**src/rtl/defuse_pkg.sv**
```systemverilog
// Shared types and timing constants for the key conditioning path.
package defuse_pkg;

  typedef enum logic [1:0] {
    IDLE         = 2'd0,
    PRESS_WAIT   = 2'd1,
    HELD         = 2'd2,
    RELEASE_WAIT = 2'd3
  } key_state_t;

  localparam int unsigned CLK_HZ           = 50_000_000;
  // 20 ms of stable input before a transition is accepted.
  localparam int unsigned DEBOUNCE_DEFAULT = CLK_HZ / 50;
  // 2 s of accepted press before a long-press event.
  localparam int unsigned HOLD_DEFAULT     = CLK_HZ * 2;

endpackage

```
**src/rtl/key_debounce_fsm.sv**
```systemverilog
// Single-key synchroniser, debounce FSM and press/release/hold pulse generator.
// Long-press detection is built only when KEY_HOLD_DETECT_EN is defined.
module key_debounce_fsm
  import defuse_pkg::*;
#(
  parameter int unsigned DEBOUNCE_CYCLES = DEBOUNCE_DEFAULT,
  parameter int unsigned HOLD_CYCLES     = HOLD_DEFAULT
) (
  input  logic clock,
  input  logic resetn,
  input  logic i_key_n,
  output logic o_level,
  output logic o_press,
  output logic o_release,
  output logic o_hold
);

  localparam int unsigned    CNT_W    = $clog2(DEBOUNCE_CYCLES);
  localparam logic [CNT_W-1:0] CNT_LAST = CNT_W'(DEBOUNCE_CYCLES - 1);

  logic             r_sync1;
  logic             r_sync2;
  logic             w_pressed;
  key_state_t       r_state;
  key_state_t       w_state_nxt;
  logic [CNT_W-1:0] r_cnt;
  logic [CNT_W-1:0] w_cnt_nxt;
  logic             r_level;
  logic             w_level_nxt;
  logic             r_press;
  logic             w_press_nxt;
  logic             r_release;
  logic             w_release_nxt;

  // Both flops reset high so an idle key reads as released.
  always_ff @(posedge clock or negedge resetn) begin
    if (!resetn) begin
      r_sync1 <= 1'b1;
      r_sync2 <= 1'b1;
    end else begin
      // NOTE: non-blocking assignments let sync2 take sync1's old value, forming a true two-stage chain.
      r_sync1 <= i_key_n;
      r_sync2 <= r_sync1;
    end
  end

  assign w_pressed = ~r_sync2;

  always_ff @(posedge clock or negedge resetn) begin
    if (!resetn) begin
      r_state   <= IDLE;
      r_cnt     <= '0;
      r_level   <= 1'b0;
      r_press   <= 1'b0;
      r_release <= 1'b0;
    end else begin
      r_state   <= w_state_nxt;
      r_cnt     <= w_cnt_nxt;
      r_level   <= w_level_nxt;
      r_press   <= w_press_nxt;
      r_release <= w_release_nxt;
    end
  end

  always_comb begin
    // NOTE: every output of this block gets a default first, so no path can infer a latch.
    w_state_nxt   = r_state;
    w_cnt_nxt     = r_cnt;
    w_level_nxt   = r_level;
    w_press_nxt   = 1'b0;
    w_release_nxt = 1'b0;
    unique case (r_state)
      IDLE: begin
        if (w_pressed) begin
          w_state_nxt = PRESS_WAIT;
          w_cnt_nxt   = '0;
        end
      end
      PRESS_WAIT: begin
        if (!w_pressed) begin
          w_state_nxt = IDLE;
        end else if (r_cnt == CNT_LAST) begin
          w_state_nxt = HELD;
          w_press_nxt = 1'b1;
          w_level_nxt = 1'b1;
        end else begin
          w_cnt_nxt = r_cnt + 1'b1;
        end
      end
      HELD: begin
        if (!w_pressed) begin
          w_state_nxt = RELEASE_WAIT;
          w_cnt_nxt   = '0;
        end
      end
      RELEASE_WAIT: begin
        if (w_pressed) begin
          w_state_nxt = HELD;
        end else if (r_cnt == CNT_LAST) begin
          w_state_nxt   = IDLE;
          w_release_nxt = 1'b1;
          w_level_nxt   = 1'b0;
        end else begin
          w_cnt_nxt = r_cnt + 1'b1;
        end
      end
      default: w_state_nxt = IDLE;
    endcase
  end

  assign o_level   = r_level;
  assign o_press   = r_press;
  assign o_release = r_release;

`ifdef KEY_HOLD_DETECT_EN
  localparam int unsigned     HOLD_W    = $clog2(HOLD_CYCLES);
  localparam logic [HOLD_W-1:0] HOLD_LAST = HOLD_W'(HOLD_CYCLES - 1);

  logic [HOLD_W-1:0] r_hold_cnt;
  logic [HOLD_W-1:0] w_hold_cnt_nxt;
  logic              r_hold;
  logic              w_hold_nxt;

  // The counter saturates, so a bounce back into HELD never re-fires the pulse.
  always_comb begin
    w_hold_cnt_nxt = r_hold_cnt;
    w_hold_nxt     = 1'b0;
    if (r_state == PRESS_WAIT && w_state_nxt == HELD) begin
      w_hold_cnt_nxt = '0;
    end else if (r_state == HELD && w_pressed && r_hold_cnt != HOLD_LAST) begin
      w_hold_cnt_nxt = r_hold_cnt + 1'b1;
      w_hold_nxt     = (w_hold_cnt_nxt == HOLD_LAST);
    end
  end

  always_ff @(posedge clock or negedge resetn) begin
    if (!resetn) begin
      r_hold_cnt <= '0;
      r_hold     <= 1'b0;
    end else begin
      r_hold_cnt <= w_hold_cnt_nxt;
      r_hold     <= w_hold_nxt;
    end
  end

  assign o_hold = r_hold;
`else
  assign o_hold = 1'b0;
`endif

endmodule

```
**src/rtl/key_conditioner.sv**
```systemverilog
// Synchronises and debounces NUM_KEYS active-low board keys into clean level/pulse outputs.
// Define KEY_HOLD_DETECT_EN to enable the long-press key_hold pulse.
module key_conditioner
  import defuse_pkg::*;
#(
  parameter int unsigned NUM_KEYS        = 4,
  parameter int unsigned DEBOUNCE_CYCLES = DEBOUNCE_DEFAULT,
  parameter int unsigned HOLD_CYCLES     = HOLD_DEFAULT
) (
  input  logic                clock,
  input  logic                resetn,
  input  logic [NUM_KEYS-1:0] key_n,
  output logic [NUM_KEYS-1:0] key_level,
  output logic [NUM_KEYS-1:0] key_press,
  output logic [NUM_KEYS-1:0] key_release,
  output logic [NUM_KEYS-1:0] key_hold
);

  for (genvar i = 0; i < NUM_KEYS; i++) begin : g_key
    key_debounce_fsm #(
      .DEBOUNCE_CYCLES(DEBOUNCE_CYCLES),
      .HOLD_CYCLES    (HOLD_CYCLES)
    ) u_key (
      .clock    (clock),
      .resetn   (resetn),
      .i_key_n  (key_n[i]),
      .o_level  (key_level[i]),
      .o_press  (key_press[i]),
      .o_release(key_release[i]),
      .o_hold   (key_hold[i])
    );
  end

endmodule
```
**config.mk**
```make
export PLATFORM = sky130hd
export DESIGN_NAME = key_conditioner
export DESIGN_NICKNAME = d
export VERILOG_FILES = /design/src/rtl/defuse_pkg.sv /design/src/rtl/key_debounce_fsm.sv /design/src/rtl/key_conditioner.sv
export SDC_FILE = /design/constraint.sdc
export NUM_CORES = 1
export LEC_CHECK = 0
export CORE_MARGIN = 1.5
export CORE_UTILIZATION = 36
export CTS_BUF_LIST = sky130_fd_sc_hd__clkbuf_8
export DETAILED_ROUTE_END_ITERATION = 10
export PLACE_DENSITY = 0.53
export SETUP_SLACK_MARGIN = 0.4
export SLEW_MARGIN = 20
export SYNTH_ARGS = -nofsm -noshare
export SYNTH_HDL_FRONTEND = slang
export SYNTH_SLANG_ARGS = --single-unit
```
**constraint.sdc**
```tcl
create_clock -name clock -period 2.3 [get_ports clock]
set_input_delay 0.345 -clock clock [delete_from_list [all_inputs] [get_ports clock]]
set_output_delay 0.345 -clock clock [all_outputs]
set_load 0.01 [all_outputs]
```
; ---- Word level (Yosys, flattened, before mapping)
; Index checks and enable logic that the tools add are counted.
[totals]
regBits = 108
in_bits = 6
out_inout_bits = 16
[classes]
add_sub_neg = 4
eq_ne = 48
n_mux = 92
reduce_logical = 20
[ops]
columns = operator, count
row1 = $mux 20, 20
row2 = $pmux 20 s4, 4
row3 = $add 20x1->20 const B, 4
row4 = $eq 20x20->1 const B, 4
row5 = $mux 2, 24
row6 = $mux 1, 36
row7 = $ne 2x1->1 const B, 16
row8 = $pmux 2 s4, 4
row9 = $reduce_and 4->1, 8
row10 = $reduce_and 5->1, 4
row11 = $eq 2x2->1 const B, 8
row12 = $ne 2x2->1 const B, 8
row13 = $ne 3x1->1 const B, 4
row14 = $ne 3x3->1 const B, 4
row15 = $eq 2x1->1 const B, 4
row16 = $logic_not 2->1, 4
row17 = $pmux 1 s2, 4
row18 = $reduce_bool 2->1, 4

; ---- Depth between registers and ports, before layout
; Gate-level depths: netlist of run 1.
[logic_depth]
depth_word = 4
mapped_depth = 8
ltp_nobuf = 6

; ---- Hierarchy
; Synthesis of run 1 repeated with hierarchy kept, for this count alone.
[hier_totals]
hier_cells = 602
hier_area_um2 = 6107.1
[by_module_without_submodules]
columns = module, n_inst, cells_per_inst, area_per_inst_um2, seq_area_each_um2
row1 = key_debounce_fsm (g_key[0].u_key ...), 3, 147, 1496.4, 678.2
row2 = key_debounce_fsm (g_key[3].u_key), 1, 161, 1617.8, 678.2

; ---- Least setup slack after synthesis of run 1
; Ideal clock, no wire load.
[synth_path]
kind = register to register
startpoint = register g_key[2].u_key.r_cnt[0]
endpoint = register g_key[2].u_key.r_cnt[18]
setup_ns = 0.069
arrival_ns = 1.918
slack_ns = 0.312
stages_incl_launch_ff = 8
period_less_slack_ns = 1.988
cell_sequence = dfrtp_1 > ha_1 > nand3_1 > or2_2 > clkbuf_1 > o21ai_2 > or4b_2 > nand3_1
[synth_between]
elab_chain_cells = 4
[synth_lines]
columns = item, line
row1 = from (decl), key_debounce_fsm.sv:26  ; logic [CNT_W-1:0] r_cnt;
row2 = from (signal assigned), key_debounce_fsm.sv:58  ; r_cnt <= w_cnt_nxt;
row3 = $add 20x1->20 or $eq 20x20->1 (tied branches), --
row4 = $mux 20 *, "key_debounce_fsm.sv:82, key_debounce_fsm.sv:99"
row5 = "$mux 20, on equally long branches", "key_debounce_fsm.sv:97, key_debounce_fsm.sv:80"
row6 = $pmux 20 s4 *, key_debounce_fsm.sv:72  ; unique case (r_state)
; Mark *: on every way between the ends. The rest lies on a longest branch, timed or not. The select of a mux whose other input is x is not followed.
; A chain may end at the register's enable or synchronous reset.

; ---- Final worst setup path of run 1
[layout_path]
startpoint = register g_key[0].u_key.r_cnt[6]
endpoint = register g_key[0].u_key.r_level
[layout_between]
elab_chain_cells = 3
[layout_lines]
columns = item, line
row1 = from (decl), key_debounce_fsm.sv:26
row2 = from (signal assigned), key_debounce_fsm.sv:58
row3 = $eq 20x20->1 *, "key_debounce_fsm.sv:82, key_debounce_fsm.sv:99"
row4 = $ne 2x1->1 (no line), --
row5 = $reduce_and 5->1 (no line) *, --
row6 = to (signal assigned), key_debounce_fsm.sv:59  ; r_level <= w_level_nxt;
row7 = to (decl), key_debounce_fsm.sv:28  ; logic r_level;
; Mark *: on every way between the ends. The rest lies on a longest branch, timed or not.

==> results of run 1 <==
routing by layer:
metal | wire [µm] | global-route usage, % | up-vias
met3 | 380 | 3.239 | 14
met5 | 0 | 0 | -
li1 | - | - | 2388
met1 | 6308 | 21.52 | 2413
met4 | 186 | 6.405 | 0
met2 | 6476 | 25.33 | 81
path summary, 6_finish.rpt:
check / from / endpoint / slack, ns / depth (start not counted)
max: g_key[0].u_key.r_cnt[6] / g_key[0].u_key.o_level / 0.40 / 5
max reg2reg: g_key[0].u_key.r_cnt[6] / g_key[0].u_key.o_level / 0.40 / 5
min: key_n[2] / g_key[2].u_key.r_sync1 / 0.35 / 1
min reg2reg: g_key[3].u_key.r_sync1 / g_key[3].u_key.r_sync2 / 0.36 / 0
min in group asynchronous: resetn / g_key[3].u_key.r_cnt[4] / 0.38 / 2
max in group asynchronous: resetn / g_key[1].u_key.r_cnt[0] / 1.24 / 3
worst max-delay path: stages, from the launching register on:
cell,delay (ns)
dfrtp_1,0.39
nand4bb_1,0.21
or4_4,0.54
or3_4,0.44
o21ai_2,0.12
a21oi_1,0.07
sequential cells by signal, summed over array words and instances, names as in the netlist, named ones only:
signal and cells:
g_key.u_key.o_level 4, g_key.u_key.o_press 4, g_key.u_key.o_release 4, g_key.u_key.r_cnt 80, g_key.u_key.r_state 4, g_key.u_key.r_sync1 4
g_key.u_key.r_sync2 4
cell type report:
type,instances,area share (%)
Tap cell,216,3.805
Timing Repair Buffer,79,9.884
Sequential cell,108,38.44
Clock inverter,6,0.8985
Clock buffer,10,1.938
Inverter,18,0.9866
Multi-Input combinational cell,465,44.05
layout by cell type, fill, tap and decap left out, types with 4 or more instances in the layout:
cell             instances
a21oi_1                 22
nand2_1                 57
buf_4                   57
inv_1                   17
and3_1                  17
dfrtp_1                 86
and4_1                   4
o21ai_0                 35
o21ai_2                  4
mux2i_1                 19
dfrtp_2                 14
or4_1                    4
mux2_2                   9
dfstp_2                  8
nand3_1                 43
clkbuf_8                10
o22ai_1                  4
nor2_1                  56
nor3_2                   5
xor2_1                   5
conb_1                   4
a22o_1                  19
nand4_1                 21
nor4_1                   7
nor3_1                  20
nand2_2                  8
xnor2_1                  7
or3_1                    4
clkdlybuf4s50_1         16
nand3_2                  5
o21ai_1                  4
nor4_2                   4
power groups by stage:
| stage | sequential, µW | combinational [µW] | clock [µW] |
|---|---|---|---|
| 2_1_floorplan | 2040 | 150 | 0 |
| 3_3_place_gp | 2060 | 245 | 0 |
| 3_5_place_dp | 2060 | 249 | 0 |
| 4_1_cts | 2030 | 265 | 1270 |
| 5_1_grt | 2050 | 335 | 1340 |
| 6_report | 2040 | 297 | 1220 |
timing repair:
action	in CTS	in global routing
hold buffers	1	0
setup endpoints to repair	37	66
pin swaps	9	23
gates resized for setup	21	68
buffers inserted	13	21
endpoints found under the hold margin	18	0
gates cloned	1	1
cell usage after synthesis (2+ instances only):
library cell,n
a41oi_1,3
o211ai_1,3
nand4_1,21
and3_1,19
nand3_1,50
dfrtp_1,100
a31oi_1,3
nor4bb_1,2
buf_2,4
nor4b_1,2
dfstp_2,8
nor4_1,11
nand2b_1,3
and4b_1,2
a21o_1,3
a22o_1,19
xor2_1,7
or3_1,5
or2_2,2
clkbuf_1,19
xnor2_1,8
mux2_2,9
inv_1,17
and4_1,4
buf_4,16
a21oi_1,22
nor3b_1,2
a41o_1,2
nor2_1,61
or4b_2,2
o22ai_1,4
clkbuf_2,2
a211o_1,3
or4_1,6
ha_1,4
nor3_1,25
o41ai_1,3
nand2_1,65
o21ai_0,42
mux2i_1,19
stage by stage:
| step | util (%) | cell area (µm²) | power [µW] | setup WS [ns] | instances |
|---|---|---|---|---|---|
| floorplan | - | 5823 | 2191 | 0.4005 | 633 |
| global placement | 39.46 | 6246 | 2304 | 0.2593 | 849 |
| detailed placement | 39.46 | 6246 | 2309 | 0.2036 | 849 |
| CTS | 42.16 | 6673 | 3558 | 0.3088 | 880 |
| global route | 44.87 | 7102 | 3720 | 0.3131 | 902 |
| finish | 44.87 | 7102 | 3549 | 0.4024 | 902 |
logic make-up (layout without fill, tap and decap cells):
| kind of cell | after synthesis | count (layout) | synth area share, % |
|---|---|---|---|
| buffers and inverters | 60 | 113 | 5.046 |
| multiplexers | 28 | 28 | 5.025 |
| other | 1 | 4 | 0.06463 |
| flip-flops | 108 | 108 | 46.75 |
| AND/OR/NAND/NOR | 294 | 294 | 26.38 |
| AO/OA/AOI/OAI | 120 | 120 | 13.61 |
| XOR/XNOR | 15 | 15 | 2.264 |
| adder cells (fa/ha/maj) | 4 | 4 | 0.8627 |
==> flow_summary.toml, run 1 <==
[status]
status = "completed"

[floorplanning]
coreArea_um2 = 15830
initial_utilization_pct = 36.66
rows = 46
ioPinCount = 22
die_w_um = 130.0
die_h_um = 130.0
dieArea_um2 = 16890

[placement]
routabilityCongestion = 0.8457
hpwlAfterDp_mm = 8.691
io_buffers = 17

[cells_and_area]
multi_input_area_um2 = 3128
ff_latch_area_um2 = 2730
nNetsFinal = 691
drive_gt1_share_pct = 25.95
antenna_cells = 0
area_delta_synth_final_pct = 22.41
fillCellCount = 1490

[clocking]
clock-sinks = 108
clk_latency_ns = 0.39
cts_tree = "built"
cts.htree.levels = 3
cts_buffers = 9
clock_path_buffers = 2
cts-root-buf = "clkbuf_8"
cts.clk_slew.worst_paths_ns = 0.11

[sta]
max_slew_margin_pct = 62.36
fin_crit_ns = 1.898
min_period_over_period_pct = 82.50
setup-tns-final_ns = 0
max_freq_mhz = 527.0
fin_skew_ns = 0.01362
holdWs_ns = 0.3480
tightest_slew_ns = 0.5645
hold_viol = 0
drv_slew = 0
rsz0062_at_grt = "true"
setup_violations = 0

[global_routing]
antenna_found_initial = 0
grt_use_total_pct = 16.00
grt_pass1_vias = 4459
overflow = 0
grt_pass1_wl_mm = 21.63
grt_max_degree = 42

[logic_synthesis]
yosysTopAreaCell = "dfrtp_1"
synth_top_flop_cell = "dfrtp_1"
synthTopCellsByArea = "dfrtp_1 (43%), nand3_1 (4.3%), nand2_1 (4.2%)"
yosysWarningCount = 0
synthesis.area_um2 = 5802
synth_edf_count = 0
synth.distinct_cells = 68
synth_top_area_share_pct = 43.13
synth_seq_cells = 108
async_reset_ff_share_pct = 100.0
avgSynthCellArea_um2 = 9.209
seq_area_frac_synth_pct = 46.75
syn_inst = 630

[critical_path]
critPathRequiredTime_ns = 2.56
arrival_ns = 2.16
worstSetupEndpointType = "register"
crit_fanout = 5
worstSetupStartpointType = "register"
critical_path_class = "reg2reg"

[drt]
drt_iter0_markers = 329
drt-total-wl_mm = 13.35
avgRoutedWirePerCell_um = 14.80
dr.pass1.iters = 4
drc = 0
vias = 4896
antenna_left = 0
viasPerCell = 5.428

[pwr]
p_clk_share_pct = 34.3
power_frac_comb_pct = 8.4
switchingPower_uw = 928.3
leakagePower_uw = 0.003011
p_seq_share_pct = 57.4
vdd_drop_max_mv = 0.2470
internal_power_uw = 2621
sw_frac_of_total_pct = 26.16
power.density_nw_per_um2 = 499.8

[hold_path]
hp-class = "in2reg"

[run]
cap_violations = 0
Power figures use the tool's default switching activity.
==> inputs of run 2 (changes only) <==
- PLACE_DENSITY: 0.53 -> 0.55
- clock period: 2.3 -> 1.6 ns (I/O delays scaled with it)
==> run 2 against run 1 <==
Compared with the run above:
- the run now ends with negative setup slack left
- largest cell class unchanged
- power up 46%
- critical path depth rose by 1
- core utilization grew 12 points
- critical endpoint is now g_key[1].u_key.r_cnt[3]
==> flow_summary.toml, run 2 (same netlist as run 1, synthesis figures left out) <==
[global_routing]
grt_pass1_wl_mm = 26.03
grt_use_total_pct = 19.27
overflow = 0
antenna_found_initial = 0
grt_pass1_vias = 5574
met2_usage_pct = 33.58
grt_busiest_layer = "met2"
grt_use_met1_pct = 24.47
use_met3_pct = 2.624
grt_max_degree = 33

[floorplanning]
initial_utilization_pct = 36.66
rows = 46
dieArea_um2 = 16890
ioPinCount = 22
die_w_um = 130.0
die_h_um = 130.0
coreArea_um2 = 15830

[sta]
fin_crit_ns = 1.896
hold_viol = 0
fin_ws_ns = -0.2960
fin_skew_ns = 0.01154
rsz0062_at_grt = "true"
setup_violations = 87
setup-tns-final_ns = -13.74
min_period_over_period_pct = 118.5
max_freq_mhz = 527.4
drv_slew = 0

[critical_path]
rr_worst_depth = 6
rrSetupSlack_ns = -0.30
crit_fanout = 6
r2r-start = "g_key[1].u_key.r_cnt[15]"
critical-path-top-delay-family = "simple AND/OR/NAND/NOR gates"
max_stage_delay_ns = 0.55
critical_path_class = "reg2reg"
critPathSlowestCell = "or4b_4"
worstSetupStartpointType = "register"
r2r-end = "g_key[1].u_key.r_cnt[3]"
worstSetupEndpointType = "register"
critPathRequiredTime_ns = 1.86
arrival_ns = 2.16
crit_buf_inv = 1
crit_chain = "or4b_4 -> nor4_4 -> nand3_2 -> buf_4 -> nand3_1 -> o211ai_1"

[drt]
avgRoutedWirePerCell_um = 14.96
antenna_left = 0
drt-total-wl_mm = 15.87
dr.pass1.iters = 4
vias = 5597
viasPerCell = 5.275
drc = 0
drt_iter0_markers = 325

[placement]
io_buffers = 17
routabilityCongestion = 0.8501
hpwlAfterDp_mm = 10.54

[status]
status = "finished, violations left"
violations = "negative setup slack"

[pwr]
p_clk_share_pct = 29.8
power.density_nw_per_um2 = 579.3
leakagePower_uw = 0.004254
internal_power_uw = 3780
p_seq_share_pct = 55.8
vdd_drop_max_mv = 0.3291
sw_frac_of_total_pct = 27.13
power.total_uw = 5188
power_frac_comb_pct = 14.4
switchingPower_uw = 1408

[run]
cap_violations = 0

[cells_and_area]
largest_register_ffs = 80
nNetsFinal = 850
antenna_cells = 0
layout_commonest_cell = "buf_4"
layout_common_cells = "buf_4 (172), dfrtp_1 (97), nor2_1 (47), nand2_1 (46), buf_6 (41)"
regMostFlops = "g_key.u_key.r_cnt"
drive_gt1_share_pct = 48.76
area_delta_synth_final_pct = 54.37

[clocking]
clk_latency_ns = 0.39
cts_tree = "built"
clock_path_buffers = 2
clock-sinks = 108
cts_buffers = 9
cts.clk_slew.worst_paths_ns = 0.11
cts.htree.levels = 3
cts-root-buf = "clkbuf_8"

[hold_path]
min_path_cells = 1
hp-class = "in2reg"
hp-start = "key_n[3]"
worstHoldEndpoint = "g_key[3].u_key.r_sync1"
## run 2: cell count changes in the layout (fill, tap and decap cells not counted), sizes merged
cell,previous run,this run
clkdlybuf4s50,16,4
clkinv,2,3
clkbuf,11,10
buf,61,233
bufinv,1,0
inv,20,21
clkinvlp,1,0
## run 2: layout make-up
| type | count | area, µm² |
|---|---|---|
| Fill cell | 1332 | 6872 |
| Multi-Input combinational cell | 465 | 3715 |
| Inverter | 18 | 70.07 |
| Sequential cell | 108 | 2716 |
| Clock buffer | 10 | 137.6 |
| Clock inverter | 6 | 26.28 |
| Tap cell | 216 | 270.3 |
| Timing Repair Buffer | 238 | 2021 |
## run 2: repair_timing
| action | 4_1_cts | 5_1_grt |
|---|---|---|
| cloned | 2 | 0 |
| resized for setup | 146 | 83 |
| pin swaps | 57 | 44 |
| setup endpoints to repair | 112 | 102 |
| setup buffers | 35 | 22 |
| hold endpoints to repair | 18 | 0 |
| hold buffers | 1 | 0 |
## run 2: per-stage QoR
step	hold slack (ns)	cells	util [%]	setup WS (ns)	instance area, µm²
finish	0.2523	1061	56.58	-0.2960	8956
global route	0.2279	1061	56.58	-0.3642	8956
CTS	0.2308	1039	53.33	-0.2679	8441
detailed placement	0.1740	985	48.11	-0.2929	7615
global placement	0.1715	985	48.11	-0.2425	7615
floorplan	-0.05559	633	-	-0.2325	6266
## run 2: per-layer routing
metal | share of wire, % | up-vias | wire length (µm)
met2 | 53 | 52 | 8354
met5 | 0 | - | 0
li1 | - | 2702 | -
met1 | 44 | 2826 | 7003
met3 | 1.9 | 17 | 299
met4 | 1.4 | 0 | 216
## run 2: worst max-delay path by stage
stage	start	endpoint	depth (start not counted)
global placement	g_key[1].u_key.r_cnt[15]	g_key[1].u_key.r_cnt[5]	5
detailed placement	g_key[1].u_key.r_cnt[15]	g_key[1].u_key.r_cnt[5]	5
CTS	g_key[0].u_key.r_cnt[7]	g_key[0].u_key.r_cnt[5]	5
global route	g_key[1].u_key.r_cnt[15]	g_key[1].u_key.r_cnt[5]	5
floorplan	g_key[1].u_key.r_cnt[15]	g_key[1].u_key.r_cnt[0]	5
finish	g_key[1].u_key.r_cnt[15]	g_key[1].u_key.r_cnt[3]	6
## run 2: power by group through the flow
stage / clock network (µW) / registers, µW / logic (µW)
after floorplan: 0 / 2940 / 263
after global placement: 0 / 2930 / 532
after detailed placement: 0 / 2940 / 552
after CTS: 1580 / 2890 / 667
after global routing: 1720 / 2900 / 816
final: 1550 / 2890 / 749
## run 2: worst register-to-register path: stages, from the launching register on
cell and delay (ns):
dfrtp_1 0.39, or4b_4 0.55, nor4_4 0.26, nand3_2 0.23, buf_4 0.19, nand3_1 0.06, o211ai_1 0.09
==> inputs of run 3 (changes only) <==
- CELL_PAD_IN_SITES_DETAIL_PLACEMENT: not set -> 0
- CELL_PAD_IN_SITES_GLOBAL_PLACEMENT: not set -> 1
- CTS_BUF_LIST: sky130_fd_sc_hd__clkbuf_8 -> not set
- PLACE_DENSITY: 0.55 -> 0.66
==> run 3 against run 2 <==
Compared with the run above:
- the run still ends with negative setup slack left
- power grew 14%
- critical path depth shrank 1
- worst hold slack gained 0.0076 ns
- setup slack gained 0.0017 ns
- global-route usage grew 1.5 points
- via count grew 1.1%
- maximum frequency is essentially flat
- largest cell class unchanged
- highest routed layer unchanged
==> flow_summary.toml, run 3 (same netlist as run 1, synthesis figures left out) <==
[pwr]
power_frac_comb_pct = 12.1
leakagePower_uw = 0.004331
internal_power_uw = 4381
p_clk_share_pct = 38.8
switchingPower_uw = 1522
sw_frac_of_total_pct = 25.78
vdd_drop_max_mv = 0.6328
p_seq_share_pct = 49.1
power.density_nw_per_um2 = 636.9

[global_routing]
grt_max_degree = 37
grt_use_total_pct = 20.80
overflow = 0
grt_pass1_vias = 5772
antenna_found_initial = 0
grt_pass1_wl_mm = 27.72

[floorplanning]
ioPinCount = 22
coreArea_um2 = 15830
dieArea_um2 = 16890
initial_utilization_pct = 36.66
rows = 46
die_w_um = 130.0
die_h_um = 130.0

[critical_path]
critical-path-top-delay-family = "simple AND/OR/NAND/NOR gates"
critical_path_class = "reg2reg"
crit_fanout = 5
critPathRequiredTime_ns = 1.83
max_stage_delay_ns = 0.54
arrival_ns = 2.13
critPathSlowestCell = "or4_4"
crit_buf_inv = 0
worstSetupStartpointType = "register"
crit_chain = "nand4bb_1 -> or4_4 -> or3_4 -> o21ai_1 -> a21oi_1"
worstSetupEndpointType = "register"

[drt]
drc = 0
avgRoutedWirePerCell_um = 15.70
antenna_left = 0
drt_iter0_markers = 289
vias = 5657
dr.pass1.iters = 4
viasPerCell = 5.277
drt-total-wl_mm = 16.83

[clocking]
cts.htree.levels = 3
cts.clk_slew.worst_paths_ns = 0.07
cts_tree = "built"
clk_latency_ns = 0.36
cts_buffers = 9
clock_path_buffers = 2
cts-root-buf = "clkbuf_16"
clock-sinks = 108

[cells_and_area]
layout_common_cells = "buf_4 (177), dfrtp_1 (94), buf_6 (47), nand2_1 (45), nor2_1 (43)"
largest_register_ffs = 80
drive_gt1_share_pct = 51.87
antenna_cells = 0
nNetsFinal = 861
design_area_um2 = 9268
multi_input_area_um2 = 3837
area_delta_synth_final_pct = 59.74
layout_commonest_cell = "buf_4"
ff_latch_area_um2 = 2720
regMostFlops = "g_key.u_key.r_cnt"
fillCellCount = 1331

[sta]
fin_ws_ns = -0.2942
hold_viol = 0
fin_skew_ns = 0.01214
rsz0062_at_grt = "true"
max_freq_mhz = 527.9
setup_violations = 86
drv_slew = 0
fin_crit_ns = 1.894
min_period_over_period_pct = 118.4

[placement]
dpl_cell_area_um2 = 7645
place_ws_ns = -0.3035
io_buffers = 17
hpwlAfterDp_mm = 10.96
routabilityCongestion = 0.8304

[hold_path]
hp-class = "in2async"

[status]
status = "finished, violations left"
violations = "negative setup slack"

[run]
cap_violations = 0
-- run 3: changes by cell type in the layout (fill, tap and decap cells not counted), sizes merged --
cell | before | now
clkinv | 3 | 4
inv | 21 | 19
o21ai | 44 | 45
bufinv | 0 | 1
buf | 233 | 240
clkbuf | 10 | 13
-- run 3: final cells by class --
type	instances	share of cell area, %
Inverter	18	0.7290
Clock buffer	10	2.471
Timing Repair Buffer	248	22.45
Tap cell	216	2.916
Multi-Input combinational cell	466	41.41
Sequential cell	108	29.35
Clock inverter	6	0.6750
-- run 3: path summary, 6_finish.rpt --
check / slack [ns] / start / end / cells after the start
max in group asynchronous: 0.74 / resetn / g_key[0].u_key.r_sync1 / 3
min reg2reg: 0.36 / g_key[3].u_key.r_sync1 / g_key[3].u_key.r_sync2 / 0
min: 0.26 / resetn / g_key[0].u_key.r_cnt[10] / 2
min in group clock: 0.28 / key_n[2] / g_key[2].u_key.r_sync1 / 1
max reg2reg: -0.29 / g_key[0].u_key.r_cnt[7] / g_key[0].u_key.o_level / 5
max: -0.29 / g_key[0].u_key.r_cnt[7] / g_key[0].u_key.o_level / 5
-- run 3: repair_timing --
item                                   4_1_cts  5_1_grt
endpoints found under the hold margin       53        0
hold buffers                                 1        0
setup endpoints to repair                  112      104
setup buffers                               44       12
pin swaps                                   68       38
gates resized for setup                    173       84
cloned                                       5        0
-- run 3: stage by stage --
| step | total power, µW | instances | utilization (%) | TNS, ns | hold slack, ns |
|---|---|---|---|---|---|
| detailed placement | 3477 | 994 | 48.30 | -12.69 | 0.08200 |
| floorplan | 3204 | 633 | - | -3.733 | -0.05559 |
| CTS | 5933 | 1060 | 56.06 | -9.735 | 0.2517 |
| global placement | 3454 | 994 | 48.30 | -9.836 | 0.08408 |
| finish | 5902 | 1072 | 58.55 | -10.53 | 0.2599 |
| global route | 6158 | 1072 | 58.55 | -17.32 | 0.2635 |
-- run 3: per-layer routing --
layer  wire length, µm  GRT usage, %
met5                 0             0
met4               274         5.229
met3               485         4.182
met2              8720         36.76
met1              7348         26.06
-- run 3: power by group through the flow --
| stage | registers, µW | logic (µW) | clock network, µW |
|---|---|---|---|
| floorplan | 2940 | 263 | 0 |
| global placement | 2920 | 530 | 0 |
| detailed placement | 2930 | 550 | 0 |
| CTS | 2880 | 681 | 2370 |
| global route | 2910 | 787 | 2460 |
| finish | 2900 | 716 | 2290 |
